File: src/rtl/ro_deserializer.sv
// ro_deserializer: receive side of the 8-channel readout mux.
// It samples the shared serial event/polarity lines against the slot gray count.
// It recovers per-channel event/polarity bits.
// It queues every asserted event as {pol, chan} in a small FIFO with a valid/ready port.
// Optional build macro: RO_ERR_CNT_EN enables the saturating error counter err_cnt.
module ro_deserializer #(
    parameter int unsigned N_CH       = 8,
    parameter int unsigned CH_W       = 3,
    parameter int unsigned ALIGN      = 1,
    parameter int unsigned FIFO_DEPTH = 8
) (
    input  logic            clk_master,
    input  logic            rstb,
    input  logic [N_CH-1:0] gray,
    input  logic            in_mux_eve,
    input  logic            in_mux_pol_eve,
    output logic [N_CH-1:0] ch_eve,
    output logic [N_CH-1:0] ch_pol,
    output logic [N_CH-1:0] ch_upd,
    output logic            ev_valid,
    output logic [CH_W:0]   ev_data,
    input  logic            ev_ready,
    output logic            ev_ovf,
    output logic            slot_err,
    output logic [7:0]      err_cnt
);
    localparam int unsigned PIPE_W = ALIGN + 1;
    localparam int unsigned PTR_W  = $clog2(FIFO_DEPTH);
    localparam int unsigned CNT_W  = PTR_W + 1;
    localparam int unsigned ENT_W  = CH_W + 1;

    logic [N_CH-1:0]   gray_q;
    logic [N_CH-1:0]   gray_prev;
    logic [PIPE_W-1:0] eve_pipe;
    logic [PIPE_W-1:0] pol_pipe;
    logic              eve_s;
    logic              pol_s;

    logic [N_CH-1:0]   d_c;
    logic              slot_ok_c;
    logic              slot_bad_c;
    logic [CH_W-1:0]   slot_idx_c;

    logic [CNT_W-1:0]  wr_ptr;
    logic [CNT_W-1:0]  rd_ptr;
    logic [CNT_W-1:0]  wr_nxt_c;
    logic [CNT_W-1:0]  rd_nxt_c;
    logic              full_c;
    logic              pop_c;
    logic              push_req_c;
    logic              push_c;
    logic              drop_c;
    logic [ENT_W-1:0]  push_data_c;
    logic [ENT_W-1:0]  mem [FIFO_DEPTH];

    assign eve_s = eve_pipe[ALIGN];
    assign pol_s = pol_pipe[ALIGN];
    assign d_c   = gray_q ^ gray_prev;

    // Input stage: one flop on gray, 1+ALIGN flops on the serial lines.
    always_ff @(posedge clk_master) begin
        if (!rstb) begin
            gray_q    <= gray;
            gray_prev <= gray;
            eve_pipe  <= '0;
            pol_pipe  <= '0;
        end else begin
            gray_q    <= gray;
            gray_prev <= gray_q;
            eve_pipe  <= PIPE_W'({eve_pipe, in_mux_eve});
            pol_pipe  <= PIPE_W'({pol_pipe, in_mux_pol_eve});
        end
    end

    // Slot decode: a single toggling gray bit names the channel, several bits are an error.
    always_comb begin
        slot_ok_c  = 1'b0;
        slot_bad_c = 1'b0;
        slot_idx_c = '0;
        if (d_c != '0) begin
            if ((d_c & (d_c - N_CH'(1))) == '0) begin
                slot_ok_c = 1'b1;
            end else begin
                slot_bad_c = 1'b1;
            end
        end
        for (int i = 0; i < int'(N_CH); i++) begin
            if (d_c[i]) begin
                slot_idx_c = CH_W'(i);
            end
        end
    end

    // Slot commit: update the decoded channel and flag illegal transitions.
    always_ff @(posedge clk_master) begin
        if (!rstb) begin
            ch_eve   <= '0;
            ch_pol   <= '0;
            ch_upd   <= '0;
            slot_err <= 1'b0;
        end else begin
            ch_upd   <= slot_ok_c ? d_c : '0;
            slot_err <= slot_bad_c;
            if (slot_ok_c) begin
                ch_eve[slot_idx_c] <= eve_s;
                ch_pol[slot_idx_c] <= pol_s;
            end
        end
    end

    assign full_c      = (wr_ptr[PTR_W] != rd_ptr[PTR_W]) &&
                         (wr_ptr[PTR_W-1:0] == rd_ptr[PTR_W-1:0]);
    assign pop_c       = ev_valid && ev_ready;
    assign push_req_c  = slot_ok_c && eve_s;
    assign push_c      = push_req_c && (!full_c || pop_c);
    assign drop_c      = push_req_c && full_c && !pop_c;
    assign push_data_c = {pol_s, slot_idx_c};
    assign wr_nxt_c    = wr_ptr + CNT_W'(push_c);
    assign rd_nxt_c    = rd_ptr + CNT_W'(pop_c);

    // FIFO storage, written only on an accepted push.
    always_ff @(posedge clk_master) begin
        if (rstb && push_c) begin
            mem[wr_ptr[PTR_W-1:0]] <= push_data_c;
        end
    end

    // FIFO control: pointers, registered head/valid, sticky overflow.
    always_ff @(posedge clk_master) begin
        if (!rstb) begin
            wr_ptr   <= '0;
            rd_ptr   <= '0;
            ev_valid <= 1'b0;
            ev_data  <= '0;
            ev_ovf   <= 1'b0;
        end else begin
            wr_ptr   <= wr_nxt_c;
            rd_ptr   <= rd_nxt_c;
            ev_valid <= (wr_nxt_c != rd_nxt_c);
            if (push_c && (wr_ptr[PTR_W-1:0] == rd_nxt_c[PTR_W-1:0])) begin
                ev_data <= push_data_c;
            end else begin
                ev_data <= mem[rd_nxt_c[PTR_W-1:0]];
            end
            if (drop_c) begin
                ev_ovf <= 1'b1;
            end
        end
    end

`ifdef RO_ERR_CNT_EN
    // Saturating count of illegal slots and dropped events.
    always_ff @(posedge clk_master) begin
        if (!rstb) begin
            err_cnt <= '0;
        end else if ((slot_bad_c || drop_c) && (err_cnt != 8'hFF)) begin
            err_cnt <= err_cnt + 8'd1;
        end
    end
`else
    assign err_cnt = '0;
`endif

endmodule

File: config.mk
export PLATFORM = sky130hd
export DESIGN_NAME = ro_deserializer
export DESIGN_NICKNAME = d
export VERILOG_FILES = /design/src/rtl/ro_deserializer.sv
export SDC_FILE = /design/constraint.sdc
export NUM_CORES = 1
export LEC_CHECK = 0
export ABC_AREA = 1
export BUFFER_PORTS_ARGS = -buffer_cell sky130_fd_sc_hd__buf_2
export CORE_MARGIN = 1
export CORE_UTILIZATION = 50
export CTS_BUF_LIST = sky130_fd_sc_hd__clkbuf_4
export CTS_CLUSTER_DIAMETER = 200
export DETAILED_ROUTE_END_ITERATION = 8
export PLACE_DENSITY_LB_ADDON = 0.12
export REMOVE_ABC_BUFFERS = 1
export SLEW_MARGIN = 0
export SYNTH_ARGS = -nofsm -noshare
export SYNTH_HDL_FRONTEND = slang
export SYNTH_SLANG_ARGS = --single-unit
File: constraint.sdc
create_clock -name clk_master -period 3 [get_ports clk_master]
set_input_delay 0.15 -clock clk_master [delete_from_list [all_inputs] [get_ports clk_master]]
set_output_delay 0.15 -clock clk_master [all_outputs]
set_load 0.05 [all_outputs]
Word-level counts from Yosys, hierarchy flattened
Memory sizes are Yosys's and may differ from the RTL's. A register that Yosys moved wholly into a read port is not among the register bits.
Cells that the tools add are included.
Widths: inputs -> output; s select.
{"block": "op_classes", "n_addsub": 3, "n_mul": 0, "div": 0, "n_lt_le_gt_ge": 2, "eq_ne": 3, "shift": 0, "muxes": 17, "bitwise": 2, "n_reduce_logical": 16}
{"op": "$mux 3", "count": 6}
{"op": "$bwmux 8", "count": 2}
{"op": "$add 4x1->4", "count": 2}
{"op": "$and 8x8->8", "count": 1}
{"op": "$logic_and 1x1->1", "count": 8}
{"op": "$logic_not 8->1", "count": 1}
{"op": "$mux 8", "count": 1}
{"op": "$reduce_bool 8->1", "count": 1}
{"op": "$sub 8x1->8 const B", "count": 1}
{"op": "$xor 8x8->8", "count": 1}
{"op": "$mux 1", "count": 7}
{"op": "$lt 3x4->1 const B", "count": 1}
{"op": "$ne 4x4->1", "count": 1}
{"op": "$reduce_and 2->1", "count": 2}
{"op": "$demux 1 s3", "count": 1}
{"op": "$eq 3x3->1", "count": 1}
{"op": "$ge 3x1->1 const B", "count": 1}
{"op": "$logic_not 1->1", "count": 3}
{"op": "$logic_or 1x1->1", "count": 1}
{"op": "$ne 1x1->1", "count": 1}
{"block": "totals", "register_bits": 55, "latchBits": 0, "ramBits": 32, "rom_bits": 0, "input_bits": 13, "out_inout_bits": 39, "wordCells": 56, "mem_count": 1}
{"memory": "mem", "depth": 8, "word_bits": 4, "rd": 1, "rd_ports_with_merged_regs": 1, "write_ports": 1, "line_no": "54", "source": "logic [ENT_W-1:0] mem [FIFO_DEPTH];"}

Longest topological paths before layout
Gate-level depths: netlist of the first run.
{"block": "depth", "depth_word": 13, "ltp_mapped": 18, "mapped_depth_nobuf": 18}

Worst setup path after synthesis of the first run
OpenSTA, ideal clock, no wires.
{"block": "synth_path", "path_kind": "register -> register", "from": "reg ev_valid", "to": "reg ev_data[0] (read register of mem)", "setup_ns": 0.114, "t_arrival_ns": 2.235, "t_required_ns": 2.886, "path_slack_ns": 0.651, "stages_incl_launch_ff": 11, "path_buffers": 0, "period_less_slack_ns": 2.349, "path_cell_list": "dfxtp_1 -> nand2_1 -> inv_1 -> ha_1 -> ha_1 -> xnor2_1 -> xor2_1 -> nor3_1 -> nand4_4 -> o21ai_1 -> inv_1"}
{"block": "synth_via", "elab_chain_cells": 2}
{"item": "start, declared", "line_no": "20", "source": "output logic ev_valid,"}
{"item": "start signal, assigned", "line_no": "139", "source": "ev_valid <= (wr_nxt_c != rd_nxt_c);"}
{"item": "$logic_and 1x1->1", "line_no": "113", "source": "assign pop_c = ev_valid && ev_ready;"}
{"item": "$add 4x1->4", "line_no": "119", "source": "assign rd_nxt_c = rd_ptr + CNT_W'(pop_c);"}
{"item": "end, declared", "line_no": "21", "source": "output logic [CH_W:0] ev_data,"}
Every way passes these cells.
A chain may end at the register's enable or synchronous reset.

Final worst setup path of the first run
{"block": "layout_path", "from": "reg gray_prev[7]", "to": "reg ev_valid"}
{"block": "layout_via", "elab_chain_cells": 10, "elab_cells_between_ends": 11, "cone_classes": "add/sub (2); eq/ne (1); mux (2); bitwise (2); reduce/logical (4)"}
{"item": "start, declared", "line_no": "33", "source": "logic [N_CH-1:0] gray_prev;"}
{"item": "start signal, assigned", "line_no": "64", "source": "gray_prev <= gray;"}
{"item": "start signal, assigned", "line_no": "69", "source": "gray_prev <= gray_q;"}
{"item": "$xor 8x8->8 (*)", "line_no": "58", "source": "assign d_c = gray_q ^ gray_prev;"}
{"item": "$sub 8x1->8", "line_no": "81", "source": "if ((d_c & (d_c - N_CH'(1))) == '0) begin"}
{"item": "$and 8x8->8", "line_no": "81"}
{"item": "$logic_not 8->1", "line_no": "81"}
{"item": "$mux 1", "line_no": "81"}
{"item": "$mux 1 (*)", "line_no": "80", "source": "if (d_c != '0) begin"}
{"item": "$logic_and 1x1->1 (*)", "line_no": "114", "source": "assign push_req_c = slot_ok_c && eve_s;"}
{"item": "$logic_and 1x1->1 (*)", "line_no": "115", "source": "assign push_c = push_req_c && (!full_c || pop_c);"}
{"item": "$add 4x1->4 (*)", "line_no": "118", "source": "assign wr_nxt_c = wr_ptr + CNT_W'(push_c);"}
{"item": "$ne 4x4->1 (*)", "line_no": "139"}
Every way passes the cells marked *; elsewhere a longest branch is shown, timed or not.

==> metrics.md, run 1 <==
| Metric | Value |
|---|---|
| Most used cell, CP | xnor2_1 |
| Fin util | just under 60% |
| Starting Density | 52.1% |
| DR vias | 2911 |
| Crit-path leading delay family | simple AND/OR/NAND/NOR gates |
| Count of cell types in the netlist | 31 |
| Synth Area in XOR/XNOR | 3.87% |
| Worst hold slack | 0.123 ns |
| Final setup vio count | 0 |
| Worst Setup Path Type | reg -> reg |
| Simple-Gate Fraction of Synth Area | 21.3% |
| Layout cells sized above 1 | 19.8% |
| GRT Util Overall | 20.5% |
| Routed WL | 7.55 mm |
| Vias in the first global route | 2631 |
| Worst-path cell chain | xnor2_1 -> nand2_1 -> nor2_1 -> nand2_1 -> nand3_4 -> nor2_4 -> nand2_2 -> inv_1 -> ha_1 -> ha_1 -> xnor2_1 -> xnor2_1 -> a41oi_1 |
| Cell taking the most area after synthesis | dfxtp_1 |
| DIE AREA | around 0.0080 sq mm |
| Slew margin rel. | 58.9% |
| N_diodes | 0 |
| Insertion delay to the later sink of the worst-skew pair | roughly 0.43 ns |
| Clock sink count | 91 |
| Max cap viols | 0 |
| Antenna-violating nets left | 0 |
| Post-route minimum period | 2.53 ns |
| Highest clock rate | 396 MHz |
| Die width | approximately 89 microns |
| Syn. warnings | 0 |
| Power after layout | ~2.1 mW |
| Final period utilization | 84.2% |
| Clock transition at the registers of the reported paths | 0.15 ns |
| Seq/Total Area, Yosys | 56.1% |
| First-pass GRT wire length | about 12 mm |
| Startpoint types | register |
| Main combinational cell family by area after synthesis | simple AND/OR/NAND/NOR gates |
| Pre-Repair DR Iteration Count | 4 |
| Total negative setup slack | 0 ns |
| Top cells by count, synth | nand2_1 (90), dfxtp_1 (59), nor2_1 (50) |
| Die Height | 89.4 microns |
| Yosys reg bits | 91 |
| Final hold vios | 0 |
| Resized cells post-CTS | 0 |
| Cell area after synthesis | 0.00382 sq mm |
| Final net count | 501 |
| Io pins | 52 |
| DR vias/cell | 4.95 |
| Avg Cell Area, Syn | 8.93 sq um |
| Arrival time at the worst endpoint | 2.85 ns |
| Wire length per cell | 12.8 microns |
| Largest net degree at the start of global routing | 29 |
| P_leak | 1.93 nW |
| Most frequent cell after synthesis | nand2_1 |
| Worst-Margin Slew | 0.615 ns |
| CP endpoint kind | register |
| Worst Hold Class | in -> reg |
| Core Area | approximately 0.0073 sq mm |
| Mux contribution to synthesized area | 0% |
| Clk buf depth | 2 |
| WP data required | 3.32 ns |
| # rows | 31 |
| CP peak stage delay | 0.34 ns |
| Initial antenna violation count | 0 |
| CP bufs+invs | 1 |
| PwrDens | 491 mW/mm^2 |
| Slowest cell on the critical path | dfxtp_1 |
| Clock Tree Root | clkbuf_4 |
| Slew Viols, Final | 0 |
| GPL Wtd Cong | between 0.8 and 0.9 |
| Worst clock skew | around 0.020 ns |
| Yosys top cell area share | 30.9% |
| Async SR Flop Fraction | 0% |
| Synth Area in Compound Gates | 9.34% |
| H-tree depth | 3 |
| TritonCTS clock tree | done |
| Synth area leaders | dfxtp_1 (31%), edfxtp_1 (25%), nand2_1 (8.8%) |
| EDFF count, synth | 32 |
| 1st-iter DRT viols | 137 |
| Worst vdd ir | 0.000264 V |
| Crit path max fanout | 9 |
| IO Port Bufs | between 40 and 50 |
| Top FF cell, synth | dfxtp_1 |
| Synth-to-layout area growth | 13.4% |
| Status | complete, no violations |
| Synth Instances | 428 |
| CTS Buf Count | 9 |
| Adder-cell area share of the yosys netlist | 1.31% |
| Post-route DRC | 0 |
| DP Wirelength | 5.27 mm |
| RSZ-0062 raised after global routing | no |
| Grt ovf | 0 |
[metrics by stage]
| stage | instance area (sq um) | worst slack, ns | cells |
|---|---|---|---|
| 2_1_floorplan | 3740 | 0.658 | 416 |
| 3_3_place_gp | 4110 | 0.576 | 562 |
| 3_5_place_dp | 4110 | 0.520 | 562 |
| 4_1_cts | 4330 | 0.485 | 588 |
| 5_1_grt | 4330 | 0.211 | 588 |
| 6_report | 4330 | 0.475 | 588 |
[flip-flops by register name, indices dropped and copies added, names as in the netlist]
signal and cells:
mem 32, ch_eve 8, ch_pol 8, ch_upd 8, gray_prev 8, gray_q 8
ev_data 4, rd_ptr 4, wr_ptr 4, eve_pipe 2, pol_pipe 2, ev_ovf 1
ev_valid 1, slot_err 1
[routing by layer]
metal / part of all wire, % / track usage [%] / routed length (microns)
met4: 2.5 / 11.3 / 187
met5: 0 / 0 / 0
met2: 47 / 32.7 / 3560
met1: 47 / 26.6 / 3510
met3: 3.9 / 3.69 / 293
[cell families (layout without fill, tap and decap cells)]
kind of cell,Yosys count,in the layout
AOI/OAI and AO/OA,67,67
buffers and inverters,74,128
and+or+nand+nor,175,175
other,1,8
DFF,91,91
xor gates and xnor gates,16,16
adders and majority gates,4,4
[power by group]
part           switching, mW  leakage, nW  internal, mW
Sequential            0.0137        0.755          1.30
Combinational          0.146         1.10        0.0554
Clock                  0.432       0.0713         0.177
Total                  0.592         1.93          1.53
[what timing repair did]
action,4_1_cts,5_1_grt
hold buffers,10,0
buffers inserted,0,0
hold endpoints to repair,18,0
[worst reg2reg max path, delay by kind of cell, from the launching register on]
kind	cells	cell delay, ns
XOR/XNOR	3	0.66
flip-flops	1	0.34
AO/OA/AOI/OAI	1	0.13
buffers and inverters	1	0.05
AND/OR/NAND/NOR	6	0.86
adder cells (fa/ha/maj)	2	0.38
[layout by cell type, fill, tap and decap left out, drive strengths merged, types with 4 or more instances in the layout]
cell	count
o21ai	38
dfxtp	59
clkbuf	9
ha	4
clkinv	4
conb	8
buf	47
edfxtp	32
nand3	8
xor2	7
nor3	8
nand2	102
nor2	55
o22ai	7
xnor2	9
inv	58
a21oi	19
dlygate4sd3	10
[final timing paths]
kind | from | to | slack [ns] | depth (start not counted)
worst max register to register | gray_prev[7] | ev_valid | 0.47 | 13
worst min-delay path | ev_ready | ev_ovf | 0.12 | 4
worst min register to register | pol_pipe[0] | pol_pipe[1] | 0.43 | 2
worst max-delay path | gray_prev[7] | ev_valid | 0.47 | 13
[final cells by class]
type	instances	area [sq um]
inverters	55	206
repair buffers	57	345
flip-flops and latches	91	2140
well taps	99	124
multi-input cells	270	1400
clock buffers	9	67.6
fillers	641	3000
clock inverters	7	48.8
Power figures use the tool's default switching activity.
==> inputs of run 2 (changes only) <==
==> constraint.sdc (replaced) <==
create_clock -name clk_master -period 2.5 [get_ports clk_master]
set_input_delay 0.125 -clock clk_master [delete_from_list [all_inputs] [get_ports clk_master]]
set_output_delay 0.125 -clock clk_master [all_outputs]
set_load 0.05 [all_outputs]
==> run 2 against run 1 <==
  * Register-to-register slack lost 0.27 ns
  * Core utilization grew 2.8 points
  * Via count decreased by 1.2%
  * Hold slack got worse by 0.020 ns
  * Routed wire length up 3.3%
  * Clock-buffer cell count rose by 1
  * Critical endpoint unchanged
  * Clock power up 52%
  * Critical path depth up 5
  * Maximum frequency is 10% higher
==> metrics.md, run 2 (same netlist as run 1, synthesis figures left out) <==
| Metric | Value |
|---|---|
| N_diodes | 0 (unchanged) |
| DR vias | 2875 (-1.2%) |
| Status | complete, no violations |
| Crit path max fanout | 3 (-6) |
| Insertion delay to the later sink of the worst-skew pair | 0.44 ns (about the same) |
| Layout cells sized above 1 | 25.7% (+5.9 points) |
| DIE AREA | 0.00799 sq mm (unchanged) |
| Power after layout | 2.77 mW (+30%) |
| 1st-iter DRT viols | 158 (+15%) |
| Placed insts | 571 (+1.6%) |
| Register-to-register setup slack | 0.21 ns (-0.27 ns) |
| Initial antenna violation count | 0 (unchanged) |
| Commonest non-fill, non-tap cell in the layout | nand2_1 |
| Highest clock rate | 436 MHz (+10%) |
| Slew margin rel. | 61.8% (+2.9 points) |
| Grt ovf | 0 (unchanged) |
| Final period utilization | 91.7% (+7.5 points) |
| Worst clock skew | 0.0232 ns (+0.00374 ns) |
| Clk buf depth | 2 (unchanged) |
| DP Wirelength | 5.47 mm (+3.6%) |
| Die Height | 89.4 microns (unchanged) |
| Final net count | 514 (+2.6%) |
| Max cap viols | 0 (unchanged) |
| DR vias/cell | 4.78 (-3.4%) |
| CP endpoint kind | register |
| Worst vdd ir | 0.000349 V (+32%) |
| Post-route minimum period | 2.29 ns (-0.234 ns) |
| Worst hold slack | 0.102 ns (-0.0202 ns) |
| Routed WL | 7.80 mm (+3.3%) |
| Die width | 89.4 microns (unchanged) |
| Post-route DRC | 0 (unchanged) |
| PwrDens | 611 mW/mm^2 (+24%) |
| Max reg flops | 32 (unchanged) |
| Pre-Repair DR Iteration Count | 4 (unchanged) |
| Total negative setup slack | 0 ns (unchanged) |
| Vias in the first global route | 2650 (+0.72%) |
| Clock sink count | 91 (unchanged) |
| Most frequent cells in the layout | nand2_1 (87), dfxtp_1 (54), nor2_1 (48) |
| Final hold vios | 0 (unchanged) |
| GRT Util Overall | 21.4% (+0.85 points) |
| GPL Wtd Cong | 0.893 (+7.3%) |
| Met1 Resource Use GR | 27.4% (+0.86 points) |
| Slew Viols, Final | 0 (unchanged) |
| Wire length per cell | 13.0 microns (+1.1%) |
| Worst-Margin Slew | 0.572 ns (-0.0433 ns) |
| Starting Density | 52.1% (unchanged) |
| P_leak | 2.01 nW (+4.3%) |
| H-tree depth | 3 (unchanged) |
| Largest net degree at the start of global routing | 29 (unchanged) |
| Startpoint types | register |
| Final setup vio count | 0 (unchanged) |
| Synth-to-layout area growth | 18.7% |
| Met3 Use GR | 4.52% (+0.83 points) |
| Clock transition at the registers of the reported paths | 0.14 ns (about the same) |
| Core Area | 0.00733 sq mm (unchanged) |
| Worst Setup Path Type | reg -> reg |
| # rows | 31 (unchanged) |
| First-pass GRT wire length | 12.5 mm (+3.8%) |
| TritonCTS clock tree | done |
| Met2 GRT Util | 35.1% (+2.4 points) |
| Clock Tree Root | clkbuf_4 |
| CTS Buf Count | 9 (unchanged) |
| Antenna-violating nets left | 0 (unchanged) |
| Worst Hold Class | in -> reg |
| WP data required | 2.87 ns (-0.45 ns) |
| IO Port Bufs | 43 (unchanged) |
| Final Instance Count excl. Fillers | 601 (+2.2%) |
| Io pins | 52 (unchanged) |
| GRT Max-Usage Layer | met2 |
| Arrival time at the worst endpoint | 2.66 ns (-0.19 ns) |
## run 2: cell types whose count changed in the layout (fill, tap and decap cells not counted), sizes merged
cell / delta
bufinv: +2
inv: -3
buf: +13
clkinvlp: +1
clkinv: -1
clkbuf: +1
## run 2: path summary, 6_finish.rpt
kind                 end   startpoint  cells past startpoint
max             ev_valid    gray_q[0]                     18
min reg2reg  eve_pipe[1]  eve_pipe[0]                      2
min               ev_ovf     ev_ready                      4
max reg2reg     ev_valid    gray_q[0]                     18
## run 2: metrics by stage
step | utilization (%) | worst slack [ns] | area [sq um]
after global placement | 57.0 | 0.213 | 4180
after CTS | 60.7 | 0.124 | 4450
final | 61.8 | 0.209 | 4530
after floorplan | - | 0.158 | 3740
after global routing | 61.8 | -0.00979 | 4530
after detailed placement | 57.0 | 0.151 | 4180
## run 2: cell type report
class / count / area [sq um]
fill: 645 / 2800
sequential: 91 / 2150
multi-input combinational: 270 / 1450
timing repair buffer: 70 / 443
inverter: 55 / 206
tap: 99 / 124
clock inverter: 6 / 90.1
clock buffer: 10 / 75.1
## run 2: where the power goes
group	total (mW)	internal, mW	switching [mW]
clock	0.928	0.421	0.507
sequential	1.58	1.56	0.0170
combinational	0.261	0.0786	0.182
total	2.77	2.06	0.706
## run 2: repair_timing
| item | in CTS | in global routing |
|---|---|---|
| gates resized for setup | 0 | 20 |
| setup endpoints to repair | 0 | 10 |
| buffers inserted | 0 | 4 |
| hold buffers | 10 | 0 |
| hold endpoints to repair | 18 | 0 |
## run 2: per-layer routing
layer	vias to the layer above	routed length, microns
met5	-	0
met4	0	72
met3	6	381
met2	68	3740
met1	1306	3600
li1	1495	-
## run 2: worst max-delay path, stage by stage (launching register included)
cell and delay (ns):
dfxtp_2 0.36, inv_2 0.06, nand2_1 0.07, nand2_2 0.11
nand2_4 0.08, nor2_4 0.14, nand2_1 0.06, nand2_1 0.06
nand2_1 0.07, inv_2 0.07, nand3_4 0.08, nor2_4 0.14
nand2_2 0.09, inv_1 0.06, ha_2 0.18, nand3_2 0.09
xor2_2 0.20, xor2_1 0.16, a41oi_1 0.17
